--- src/rtl/bin_add_4bit_pkg.sv ---
// rtl/bin_add_4bit_pkg.sv - shared width constant and sum type for the ripple-carry adder
`timescale 1ns/1ps
package bin_add_4bit_pkg;

    localparam int DEFAULT_WIDTH = 4;

    // Carry-out in the MSB, sum bits below it.
    typedef logic [DEFAULT_WIDTH:0] sum_t;

endpackage

--- src/rtl/bin_add_4bit_full_adder.sv ---
// rtl/bin_add_4bit_full_adder.sv - one-bit combinational full adder, one ripple stage
`timescale 1ns/1ps
module full_adder (
    input  logic a,
    input  logic b,
    input  logic cin,
    output logic s,
    output logic cout
);

    assign s    = a ^ b ^ cin;
    assign cout = (a & b) | (cin & (a ^ b));

endmodule

--- src/rtl/bin_add_4bit.sv ---
// rtl/bin_add_4bit.sv - registered unsigned adder built from a ripple chain of full adders
`timescale 1ns/1ps
module bin_add_4bit
    import bin_add_4bit_pkg::*;
#(
    parameter int WIDTH = DEFAULT_WIDTH
) (
    input  logic             clk,
    input  logic             rst_n,
    input  logic [WIDTH-1:0] A,
    input  logic [WIDTH-1:0] B,
    output logic [WIDTH-1:0] S,
    output logic             COut
);

    logic [WIDTH:0]   carry;
    logic [WIDTH-1:0] sum_bits;

    assign carry[0] = 1'b0;

    // Stage i consumes carry[i] and produces carry[i+1]; carry[WIDTH] is the carry-out.
    for (genvar i = 0; i < WIDTH; i++) begin : g_stage
        full_adder u_fa (
            .a    (A[i]),
            .b    (B[i]),
            .cin  (carry[i]),
            .s    (sum_bits[i]),
            .cout (carry[i+1])
        );
    end

    always_ff @(posedge clk or negedge rst_n) begin
        if (!rst_n) begin
            S    <= '0;
            COut <= 1'b0;
        end else begin
            S    <= sum_bits;
            COut <= carry[WIDTH];
        end
    end

endmodule

--- config.mk ---
export PLATFORM = sky130hd
export DESIGN_NAME = bin_add_4bit
export DESIGN_NICKNAME = d
export VERILOG_FILES = /design/src/rtl/bin_add_4bit_pkg.sv /design/src/rtl/bin_add_4bit_full_adder.sv /design/src/rtl/bin_add_4bit.sv
export SDC_FILE = /design/constraint.sdc
export NUM_CORES = 1
export LEC_CHECK = 0
export CAP_MARGIN = 10
export CORE_AREA = 8 8 45 47
export CTS_BUF_LIST = sky130_fd_sc_hd__clkbuf_8
export CTS_CLUSTER_DIAMETER = 30
export DETAILED_ROUTE_END_ITERATION = 6
export DIE_AREA = 0 0 53 55
export MAX_ROUTING_LAYER = met4
export SLEW_MARGIN = 10
export SYNTH_ARGS = -nofsm -noshare
export SYNTH_HDL_FRONTEND = slang
export SYNTH_SLANG_ARGS = --single-unit
--- constraint.sdc ---
create_clock -name clk -period 0.8 [get_ports clk]
set_input_delay 0.08 -clock clk [delete_from_list [all_inputs] [get_ports clk]]
set_output_delay 0.08 -clock clk [all_outputs]
set_load 0.01 [all_outputs]
==> summary by stage, run 1 <==
STA
The count of endpoints failing setup in the final report is 3. Setup repair after global routing could not meet its margin everywhere. The max-slew violation total from the final report is 0. In the post-route analysis, the smallest setup slack over all paths is -583.5 ps. The final number of hold-violating endpoints is 0. The final period demand of the worst path is around 1400 ps.

Across all hold checks on the routed design, the worst slack comes to ~77 ps. The transition time of the tightest slew-check pin is 211.0 ps. For this run, the top clock speed supported by timing is 722.8 MHz. In this run the tightest slew margin relative to its limit is 0.8589. In the finished design, the share of the clock period the worst path needs comes to 1.729.

Cells and area
The combined area of the multi-input logic cells is around 90 µm². The top cell types in the final layout, fill and taps aside, are sky130_fd_sc_hd__dfrtp_1, sky130_fd_sc_hd__inv_1, sky130_fd_sc_hd__clkdlybuf4s50_1, sky130_fd_sc_hd__buf_6. The antenna cell count is 0. The total area of sequential cells is 125.1 µm².

The share of cells above drive strength 1 is 0.4688. The area overhead of the layout relative to synthesis is 95.95%. The final net count is 47. The finished layout holds 48 standard cells, fillers aside. Fill cells in the final layout number 146.

Global routing
The number of global-route vias before repair is roughly 190. In the global route stage, overall resource usage came out at 0.04816. Entering global routing, the biggest net connects 6 pins. The first global-routing pass estimated 828 µm of wire.

The number of antenna violations at the first check in global routing came to 0. The total congestion overflow is 0.

Critical path
The arrival time at the worst endpoint is 1540 ps. The kind of cell with the highest combined delay on the critical path is adder cells. The kind of critical path is in2reg.

The buffers plus inverters on the worst setup path is 3. Among all stages on the critical path, the largest delay is contributed by sky130_fd_sc_hd__fa_1. In this design, the critical path's most frequently occurring cell is sky130_fd_sc_hd__fa_2.

The timing endpoint of the critical path is S[3]. The worst setup path is launched from an input pin. Walking the worst path, the cells encountered are buf_6 -> ha_4 -> fa_2 -> fa_2 -> inv_2 -> fa_1 -> inv_1. The depth of the critical timing path with buffers and inverters included is 7. The sort of element at the end of the critical path is a register.

The critical-path maximum fanout is 1. The largest single stage delay on the critical path is ~400 ps. The required arrival time at the worst endpoint is about 960 ps. The most critical setup path has its startpoint at A[0].

Run
The max capacitance violation total is 0.

Floorplan
The number of core rows is 14. The area of the core is roughly 0.0014 mm². The die is 55 µm tall. For this configuration, the core starts out at a cell density of 0.1564. Measured along the x axis, the die boundary spans 53 µm.

The number of primary I/O pins is 15. The floorplan die area is a little under 0.003 mm².

Clocking
Counting every sink on the clock net gives 5. The clock slew at the register clock pins of the worst setup and hold paths is 30 ps. The CTS buffer count is 3. The tree is rooted in a sky130_fd_sc_hd__clkbuf_8. In this run the number of H-tree levels came out at 1.

The CTS tree is yes. No sink is reached through more buffers than the 2 on the longest clock path.

Detailed routing
Wires add up to about 540 µm. The number of design rule violations left after detail routing is 0. After detailed routing, the average wire length per cell comes to 11.29 µm. The count of nets left with antenna violations once routing finished came out at 0. The number of violations reported at the end of detailed-routing iteration 0 is 0.

Across all layers, the routed design uses 156 vias. The via-per-instance ratio is 3.250. The iteration count of the initial detailed-routing pass is 1.

Place
The global placement routability congestion is around 0.65. The number of placed instances with taps included is 44. The count of input and output buffers is 14.

Logic synthesis
The Yosys step of the flow raised 0 warnings. The post-synthesis instance area is 216.5 µm². The per-instance average area after synthesis is 15.46 µm².

The cell count after synthesis came out at 14. Synthesis produced a netlist with a net count of 28. The sequential element share of the synthesized area is 0.5780.

After synthesis the netlist holds a flip-flop and latch count of 5. The number of different library cells used by synthesis comes to 4.

Power
The static power due to leakage is a little over 0.2 nW. VDD sags by at most around 0.00051 V. The cell area power density is 2159 mW/mm².

Worst hold path
The path class of the tightest hold or removal check is in2async.

Outcome
The run finished, with violations left. The final reports fail on negative setup slack.
## cell families (layout without fill, tap and decap cells)
group,count (synthesis),count (layout),synth area share
fa+ha+maj,4,4,0.3353
buf+inv,5,23,0.08671
flops,5,5,0.5780
## registers in the layout, summed over array words and instances, names as in the netlist
register and cells:
S 4, COut 1
## worst min-delay path by stage
| stage | from | to | slack [ps] | cells past startpoint |
|---|---|---|---|---|
| final | rst_n | S[2] | 80 | 1 |
| after global routing | A[0] | S[0] | 80 | 2 |
| after CTS | rst_n | S[2] | 80 | 1 |
| after detailed placement | rst_n | COut | 310 | 1 |
| after global placement | rst_n | S[1] | 300 | 1 |
| after floorplan | rst_n | COut | -220 | 0 |
## stage by stage
step	area [µm²]	worst slack [ps]	setup TNS [ps]	util	total power, mW
6_report	424.2	-583.5	-1197	0.3065	0.9156
5_1_grt	424.2	-623.5	-1303	0.3065	0.9822
4_1_cts	420.4	-602.1	-1279	0.3038	0.9258
3_5_place_dp	394.1	-1248	-4492	0.2848	0.5062
3_3_place_gp	394.1	-1212	-4244	0.2848	0.4951
2_1_floorplan	234.0	-702.6	-1547	-	0.3617
## routing by layer
layer	share of wire	wire length (µm)	global-route usage	vias up
li1	-	-	-	73
met5	0	0	-	-
met1	0.38	204	0.03709	64
met2	0.35	191	0.05664	17
met4	0.035	19	0.06466	0
met3	0.24	128	0.04545	2
## final cells by class
| class | count | share of cell area |
|---|---|---|
| tap | 16 | 0.04720 |
| clock inverter | 1 | 0.008850 |
| sequential | 5 | 0.2950 |
| clock buffer | 3 | 0.09735 |
| multi-input combinational | 4 | 0.2124 |
| inverter | 5 | 0.04425 |
| timing repair buffer | 14 | 0.2950 |
## repair_timing
action                                 in CTS  in global routing
pin swaps                                   4                  3
setup buffers                               0                  0
endpoints found under the hold margin       0                  0
hold buffers                                0                  0
gates resized for setup                    33                  4
setup endpoints to repair                   9                  6
## cells in the mapped netlist (all sizes together)
master / instances / area, µm²
dfrtp: 5 / 125.1
fa: 3 / 60.06
ha: 1 / 12.51
inv: 5 / 18.77
## power breakdown
group          internal, mW  total (mW)  switching, mW
clock network         0.328       0.442          0.114
registers             0.291       0.303         0.0122
logic                0.0980       0.171         0.0725
(Power assumes the default switching activity.)
==> run 2, diff against run 1 <==
Settings changed: CAP_MARGIN 10 to default.
==> results of run 2 <==
No change in the layout: final DEF, timing and power equal those of run 1.
